### src/rtl/bip_pkg.sv
// ---------------------------------------------------------------------------
// bip_pkg
// Shared definitions for the BIP multi-cycle control unit: field widths,
// opcode values, SEL_A encodings, FSM state encoding and the control word
// produced by the opcode decoder.
//
// Optional feature macro: BIP_BRANCH_EN (enables the JMP/BEQ opcodes in the
// decoder and branch targets in the control unit).
// ---------------------------------------------------------------------------
package bip_pkg;

    // Default instruction field widths. The instruction is {opcode, operand}.
    localparam int DEF_OPCODE_W  = 5;
    localparam int DEF_OPERAND_W = 11;
    localparam int DEF_PC_W      = 11;

    // Opcode values (instruction MSBs).
    localparam logic [DEF_OPCODE_W-1:0] OPC_HALT = 5'h00;
    localparam logic [DEF_OPCODE_W-1:0] OPC_STO  = 5'h01;
    localparam logic [DEF_OPCODE_W-1:0] OPC_LD   = 5'h02;
    localparam logic [DEF_OPCODE_W-1:0] OPC_LDI  = 5'h03;
    localparam logic [DEF_OPCODE_W-1:0] OPC_ADD  = 5'h04;
    localparam logic [DEF_OPCODE_W-1:0] OPC_ADDI = 5'h05;
    localparam logic [DEF_OPCODE_W-1:0] OPC_SUB  = 5'h06;
    localparam logic [DEF_OPCODE_W-1:0] OPC_SUBI = 5'h07;
    localparam logic [DEF_OPCODE_W-1:0] OPC_JMP  = 5'h08;
    localparam logic [DEF_OPCODE_W-1:0] OPC_BEQ  = 5'h09;

    // Accumulator input mux selections.
    localparam logic [1:0] SEL_A_RAM = 2'b00;
    localparam logic [1:0] SEL_A_IMM = 2'b01;
    localparam logic [1:0] SEL_A_ALU = 2'b10;

    // ALU operand B selection and ALU operation.
    localparam logic SEL_B_RAM = 1'b0;
    localparam logic SEL_B_IMM = 1'b1;
    localparam logic OP_SUB    = 1'b0;
    localparam logic OP_ADD    = 1'b1;

    // Control unit FSM states.
    localparam int STATE_W = 3;
    typedef enum logic [STATE_W-1:0] {
        ST_IDLE   = 3'd0,
        ST_FETCH  = 3'd1,
        ST_DECODE = 3'd2,
        ST_MEM    = 3'd3,
        ST_EXEC   = 3'd4,
        ST_HALTED = 3'd5
    } state_e;

    // Per-opcode control word. needs_read selects the extra MEM cycle;
    // legal is low for any opcode the decoder does not recognise.
    typedef struct packed {
        logic [1:0] sel_a;
        logic       sel_b;
        logic       op;
        logic       wr_acc;
        logic       wr_ram;
        logic       needs_read;
        logic       is_halt;
        logic       is_jmp;
        logic       is_beq;
        logic       legal;
    } ctrl_t;

    localparam int CTRL_W = $bits(ctrl_t);

    // Build the control word of an ordinary (non-branch, non-halt) opcode.
    function automatic ctrl_t make_ctrl(input logic [1:0] sel_a,
                                        input logic       sel_b,
                                        input logic       op,
                                        input logic       wr_acc,
                                        input logic       wr_ram,
                                        input logic       needs_read);
        ctrl_t c;
        c            = '0;
        c.sel_a      = sel_a;
        c.sel_b      = sel_b;
        c.op         = op;
        c.wr_acc     = wr_acc;
        c.wr_ram     = wr_ram;
        c.needs_read = needs_read;
        c.legal      = 1'b1;
        return c;
    endfunction

endpackage

### src/rtl/bip_opcode_decode.sv
// ---------------------------------------------------------------------------
// bip_opcode_decode
// Purely combinational opcode -> control word translation, including the
// needs-read flag that makes the control unit insert a MEM cycle.
//
// Optional feature macro: BIP_BRANCH_EN (JMP/BEQ decode as legal branches;
// without it they decode as undefined opcodes).
// ---------------------------------------------------------------------------
module bip_opcode_decode
    import bip_pkg::*;
#(
    parameter int OPCODE_W = DEF_OPCODE_W
) (
    input  logic [OPCODE_W-1:0] opcode,
    output logic [CTRL_W-1:0]   ctrl_word
);

    ctrl_t ctrl;

    // Table lookup; anything unrecognised yields an all-zero word (legal=0).
    always_comb begin
        ctrl = '0;
        case (opcode)
            OPCODE_W'(OPC_HALT): begin
                ctrl.is_halt = 1'b1;
                ctrl.legal   = 1'b1;
            end
            OPCODE_W'(OPC_STO):  ctrl = make_ctrl(SEL_A_RAM, SEL_B_IMM, OP_SUB, 1'b0, 1'b1, 1'b0);
            OPCODE_W'(OPC_LD):   ctrl = make_ctrl(SEL_A_RAM, SEL_B_IMM, OP_SUB, 1'b1, 1'b0, 1'b1);
            OPCODE_W'(OPC_LDI):  ctrl = make_ctrl(SEL_A_IMM, SEL_B_IMM, OP_SUB, 1'b1, 1'b0, 1'b0);
            OPCODE_W'(OPC_ADD):  ctrl = make_ctrl(SEL_A_ALU, SEL_B_RAM, OP_ADD, 1'b1, 1'b0, 1'b1);
            OPCODE_W'(OPC_ADDI): ctrl = make_ctrl(SEL_A_ALU, SEL_B_IMM, OP_ADD, 1'b1, 1'b0, 1'b0);
            OPCODE_W'(OPC_SUB):  ctrl = make_ctrl(SEL_A_ALU, SEL_B_RAM, OP_SUB, 1'b1, 1'b0, 1'b1);
            OPCODE_W'(OPC_SUBI): ctrl = make_ctrl(SEL_A_ALU, SEL_B_IMM, OP_SUB, 1'b1, 1'b0, 1'b0);
`ifdef BIP_BRANCH_EN
            OPCODE_W'(OPC_JMP): begin
                ctrl.is_jmp = 1'b1;
                ctrl.legal  = 1'b1;
            end
            OPCODE_W'(OPC_BEQ): begin
                ctrl.is_beq = 1'b1;
                ctrl.legal  = 1'b1;
            end
`endif
            default: ctrl = '0;
        endcase
    end

    assign ctrl_word = ctrl;

endmodule

### src/rtl/bip_control_unit.sv
// ---------------------------------------------------------------------------
// bip_control_unit
// Multi-cycle control unit for the BIP processor. Owns PC and IR and walks
// each instruction through FETCH -> DECODE -> [MEM] -> EXEC against a
// synchronous program RAM (data valid one cycle after the address) and a
// synchronous data RAM.
//
// Handshake: START is a level request sampled on the rising clock edge; it
// is acted on only in IDLE or HALTED and ignored in every other state.
//
// During DECODE the IR is not loaded yet, so the opcode/operand are taken
// straight from IMEM_DATA; from MEM onward they come from the IR.
//
// Optional feature macro: BIP_BRANCH_EN (JMP/BEQ change the PC in EXEC).
// ---------------------------------------------------------------------------
module bip_control_unit
    import bip_pkg::*;
#(
    parameter int OPCODE_W  = DEF_OPCODE_W,
    parameter int OPERAND_W = DEF_OPERAND_W,
    parameter int PC_W      = DEF_PC_W
) (
    input  logic                          CLK,
    input  logic                          RST_N,
    input  logic                          START,
    output logic [PC_W-1:0]               IMEM_ADDR,
    input  logic [OPCODE_W+OPERAND_W-1:0] IMEM_DATA,
    input  logic                          ACC_ZERO,
    output logic [OPERAND_W-1:0]          OPERAND,
    output logic [1:0]                    SEL_A,
    output logic                          SEL_B,
    output logic                          OP,
    output logic                          WR_ACC,
    output logic                          WR_RAM,
    output logic                          RD_RAM,
    output logic                          HALTED,
    output logic                          ILLEGAL,
    output logic [STATE_W-1:0]            dbg_state
);

    localparam int INSTR_W = OPCODE_W + OPERAND_W;

    state_e                state;
    state_e                state_next;
    logic [PC_W-1:0]       pc;
    logic [PC_W-1:0]       pc_next;
    logic [INSTR_W-1:0]    ir;
    logic [OPCODE_W-1:0]   cur_opcode;
    logic [OPERAND_W-1:0]  cur_operand;
    logic [CTRL_W-1:0]     ctrl_word;
    ctrl_t                 ctrl;

    // The instruction in flight: raw RAM data in DECODE, IR afterwards.
    assign cur_opcode  = (state == ST_DECODE) ? IMEM_DATA[INSTR_W-1 -: OPCODE_W]
                                              : ir[INSTR_W-1 -: OPCODE_W];
    assign cur_operand = (state == ST_DECODE) ? IMEM_DATA[OPERAND_W-1:0]
                                              : ir[OPERAND_W-1:0];

    bip_opcode_decode #(
        .OPCODE_W (OPCODE_W)
    ) u_decode (
        .opcode    (cur_opcode),
        .ctrl_word (ctrl_word)
    );

    assign ctrl      = ctrl_t'(ctrl_word);
    assign IMEM_ADDR = pc;
    assign OPERAND   = cur_operand;
    assign dbg_state = state;

    // State register; reset aborts any instruction in progress.
    always_ff @(posedge CLK or negedge RST_N) begin
        if (!RST_N) begin
            state <= ST_IDLE;
        end else begin
            state <= state_next;
        end
    end

    // Next-state logic.
    always_comb begin
        state_next = state;
        case (state)
            ST_IDLE:   if (START) state_next = ST_FETCH;
            ST_FETCH:  state_next = ST_DECODE;
            ST_DECODE: state_next = ctrl.needs_read ? ST_MEM : ST_EXEC;
            ST_MEM:    state_next = ST_EXEC;
            ST_EXEC:   state_next = ctrl.is_halt ? ST_HALTED : ST_FETCH;
            ST_HALTED: if (START) state_next = ST_FETCH;
            default:   state_next = ST_IDLE;
        endcase
    end

    // Datapath controls: selects valid DECODE..EXEC, write strobes EXEC only.
    always_comb begin
        SEL_A   = 2'b00;
        SEL_B   = 1'b0;
        OP      = 1'b0;
        WR_ACC  = 1'b0;
        WR_RAM  = 1'b0;
        RD_RAM  = 1'b0;
        HALTED  = 1'b0;
        ILLEGAL = 1'b0;
        case (state)
            ST_DECODE, ST_MEM: begin
                SEL_A  = ctrl.sel_a;
                SEL_B  = ctrl.sel_b;
                OP     = ctrl.op;
                RD_RAM = ctrl.needs_read;
            end
            ST_EXEC: begin
                SEL_A   = ctrl.sel_a;
                SEL_B   = ctrl.sel_b;
                OP      = ctrl.op;
                RD_RAM  = ctrl.needs_read;
                WR_ACC  = ctrl.wr_acc;
                WR_RAM  = ctrl.wr_ram;
                ILLEGAL = ~ctrl.legal;
            end
            ST_HALTED: HALTED = 1'b1;
            default: ;
        endcase
    end

    // Program counter successor: sequential wrap, or a taken branch target.
    always_comb begin
        pc_next = pc + PC_W'(1);
`ifdef BIP_BRANCH_EN
        if (ctrl.is_jmp || (ctrl.is_beq && ACC_ZERO)) begin
            pc_next = PC_W'(ir[OPERAND_W-1:0]);
        end
`endif
    end

`ifndef BIP_BRANCH_EN
    // Branch inputs have no effect when branching is compiled out.
    logic unused_branch;
    assign unused_branch = ACC_ZERO ^ ctrl.is_jmp ^ ctrl.is_beq;
`endif

    // PC and IR: IR loads in DECODE, PC advances in EXEC unless halting,
    // and a restart from HALTED begins again at address 0.
    always_ff @(posedge CLK or negedge RST_N) begin
        if (!RST_N) begin
            pc <= '0;
            ir <= '0;
        end else begin
            case (state)
                ST_DECODE: ir <= IMEM_DATA;
                ST_EXEC:   if (!ctrl.is_halt) pc <= pc_next;
                ST_HALTED: if (START) pc <= '0;
                default: ;
            endcase
        end
    end

endmodule

### config.mk
export PLATFORM = sky130hd
export DESIGN_NAME = bip_control_unit
export DESIGN_NICKNAME = d
export VERILOG_FILES = /design/src/rtl/bip_pkg.sv /design/src/rtl/bip_opcode_decode.sv /design/src/rtl/bip_control_unit.sv
export SDC_FILE = /design/constraint.sdc
export NUM_CORES = 1
export LEC_CHECK = 0
export BUFFER_PORTS_ARGS = -buffer_cell sky130_fd_sc_hd__clkbuf_2
export CAP_MARGIN = 40
export CORE_MARGIN = 5
export CORE_UTILIZATION = 51
export CTS_CLUSTER_SIZE = 10
export DETAILED_ROUTE_END_ITERATION = 12
export GPL_TIMING_DRIVEN = 0
export PLACE_DENSITY_LB_ADDON = 0.08
export SLEW_MARGIN = 30
export SYNTH_ARGS = -nofsm -noshare
export SYNTH_HDL_FRONTEND = slang
export SYNTH_HIERARCHICAL = 1
export SYNTH_SLANG_ARGS = --single-unit
### constraint.sdc
create_clock -name CLK -period 3.42 [get_ports CLK]
set_clock_uncertainty 0.2 [all_clocks]
set_input_delay 0.342 -clock CLK [delete_from_list [all_inputs] [get_ports CLK]]
set_output_delay 0.342 -clock CLK [all_outputs]
set_load 0.1 [all_outputs]
==> out/qor.txt <==
Status = finished clean
Die Ht = 68.1 um
Root buf cell = clkbuf_4
Row count = 21
DR pass1 iterations = 4
Crit path cell chain = inv_1 -> and3_1 -> buf_6 -> mux2_2 -> nor4_2 -> and2_1 -> and3_2 -> clkbuf_8
Port Buffers = 52
Slew Limit Fails = 0
Antenna-violating nets left = 0
Placed cells = 262
CTS tree = done
CTS sink count = 30
Max-cap violations = 0
Fin crit share = 96.3%
Final setup fails = 0
Share of cells above drive strength 1 = 38.4%
Pin count of the biggest net entering global routing = 31
Final Hold Viols = 0
Antenna violations before repair = 0
GRT Residual Overflow = 0
H-tree levels = 2
CP max stage delay = 0.45 ns
Placer Congestion = 0.816
Syn Area/Cell = 10.6 um^2
Initial core utilization = 52.0%
DRC = 0
Startpoint types = flip-flop
Placed Instance Area = 2100 um^2
Routed vias = 1,471
Met1 WL = 1.58 mm
Routed met3 length = 205 um
Clock transition at path regs = 0.09 ns
Synth Net Count = 184
Area of the core = 3310 um^2
Final core occ = 67.4%
CTS Buf Count = 5
CP max stage cell = dfrtp_2
DR top layer = met4
Slew headroom = 63.3%
DIE WIDTH = 68.1 um
DR vias/cell = 5.45
Worst Hold Class = in2reg
Wire length of the first global-routing pass = 6.39 mm
Drt initial violations = 42
Final HPWL DP = 2.93 mm
Slew @ Worst Pin = 0.553 ns
Crit path capture type = output pin
Synth Cell Area = 1720 um^2
Vias in the first global route = 1,493
Clock Tree Buf Depth = 2
Final Instance Area = 2230 um^2
Fin cells = 270
Met2 Wirelength = 2.07 mm
Arr. time, crit path = 2.75 ns
Antenna cells = 0
Clock latency on the worst-skew pair = 0.32 ns
Die area = 4630 um^2
Synth Warn # = 6
Fin nets = 245
Fin crit period = 3.29 ns
Area grow syn2layout = 29.7%
IO Count = 54
Required @ worst endpoint = 2.88 ns
Worst-path maximum fanout = 10
Crit Path Class = reg2out
WL/cell = 14.5 um
Total GRT Usage = 18.6%
Syn Inst Count = 163
Final WL = 3.91 mm
Worst Hold Slack = 0.0562 ns
FMAX = 304 MHz
## repair_timing
| item | in CTS | in global routing |
|---|---|---|
| endpoints found under the setup margin | 10 | 14 |
| setup buffers | 0 | 0 |
| endpoints found under the hold margin | 30 | 0 |
| pin swaps | 0 | 0 |
| hold buffers | 1 | 0 |
| gates resized for setup | 12 | 4 |
## worst max-delay path: cells and delay by family, from the launching register on
| family | cells | cell delay [ns] |
|---|---|---|
| buf+inv | 3 | 0.58 |
| flops | 1 | 0.45 |
| simple gates | 4 | 0.99 |
| mux | 1 | 0.42 |
## sequential cells by signal, indices dropped and copies added (netlist names)
signal,flops
IMEM_ADDR,11
ir,16
dbg_state,3
## cell type report
type / instances / area, um^2
Fill cell: 261 / 1080
Multi-Input combinational cell: 120 / 980
Sequential cell: 30 / 754
Timing Repair Buffer: 55 / 330
Tap cell: 46 / 57.6
Buffer: 8 / 47.5
Clock buffer: 5 / 37.5
Inverter: 4 / 15.0
Clock inverter: 2 / 10.0
## final timing paths
path | startpoint | to | slack (ns) | cells after the start
worst max-delay path | dbg_state[0]$_DFFE_PN0P_ | WR_RAM | 0.13 | 8
worst min-delay path | IMEM_DATA[5] | ir[5]$_DFFE_PN0N_ | 0.06 | 2
worst min register to register | ir[10]$_DFFE_PN0N_ | ir[10]$_DFFE_PN0N_ | 0.29 | 1
worst max register to register | dbg_state[0]$_DFFE_PN0P_ | IMEM_ADDR[10]$_DFFE_PN0P_ | 0.26 | 11
max in group asynchronous | RST_N | dbg_state[1]$_DFFE_PN0P_ | 2.37 | 3
min in group asynchronous | RST_N | IMEM_ADDR[1]$_DFFE_PN0P_ | 0.23 | 2
## placed cells by master, fill, tap and decap left out, types with 3 or more instances in the layout
cell type / instances
xnor2_1: 6
clkbuf_1: 4
a2111oi_1: 4
nand2_1: 8
nor2_2: 5
nor2_1: 6
nand3_1: 4
nand4_1: 3
dfrtp_1: 27
a21oi_1: 7
and3_1: 3
clkbuf_4: 9
o21ai_1: 6
buf_2: 4
clkbuf_2: 45
nor2b_4: 4
mux2_1: 31
nand2b_1: 3
dfrtp_2: 3
nor3_1: 4
inv_1: 4
## per-layer routing
metal  vias up  global-route usage (%)
li1        709                       -
met1       717                    20.3
met2        39                    32.4
met3         6                    6.08
met4         0                    8.68
met5         -                       0
## metrics by stage
step,worst slack (ns),setup TNS (ns)
6_report,0.126,0
5_1_grt,-0.0218,-0.0218
4_1_cts,0.0158,0
3_5_place_dp,0.0180,0
3_3_place_gp,0.0700,0
2_1_floorplan,0.123,0
Power is left out: the tool's default activity adds up to more than one toggle a clock period on the data nets, which glitch-free logic cannot reach.
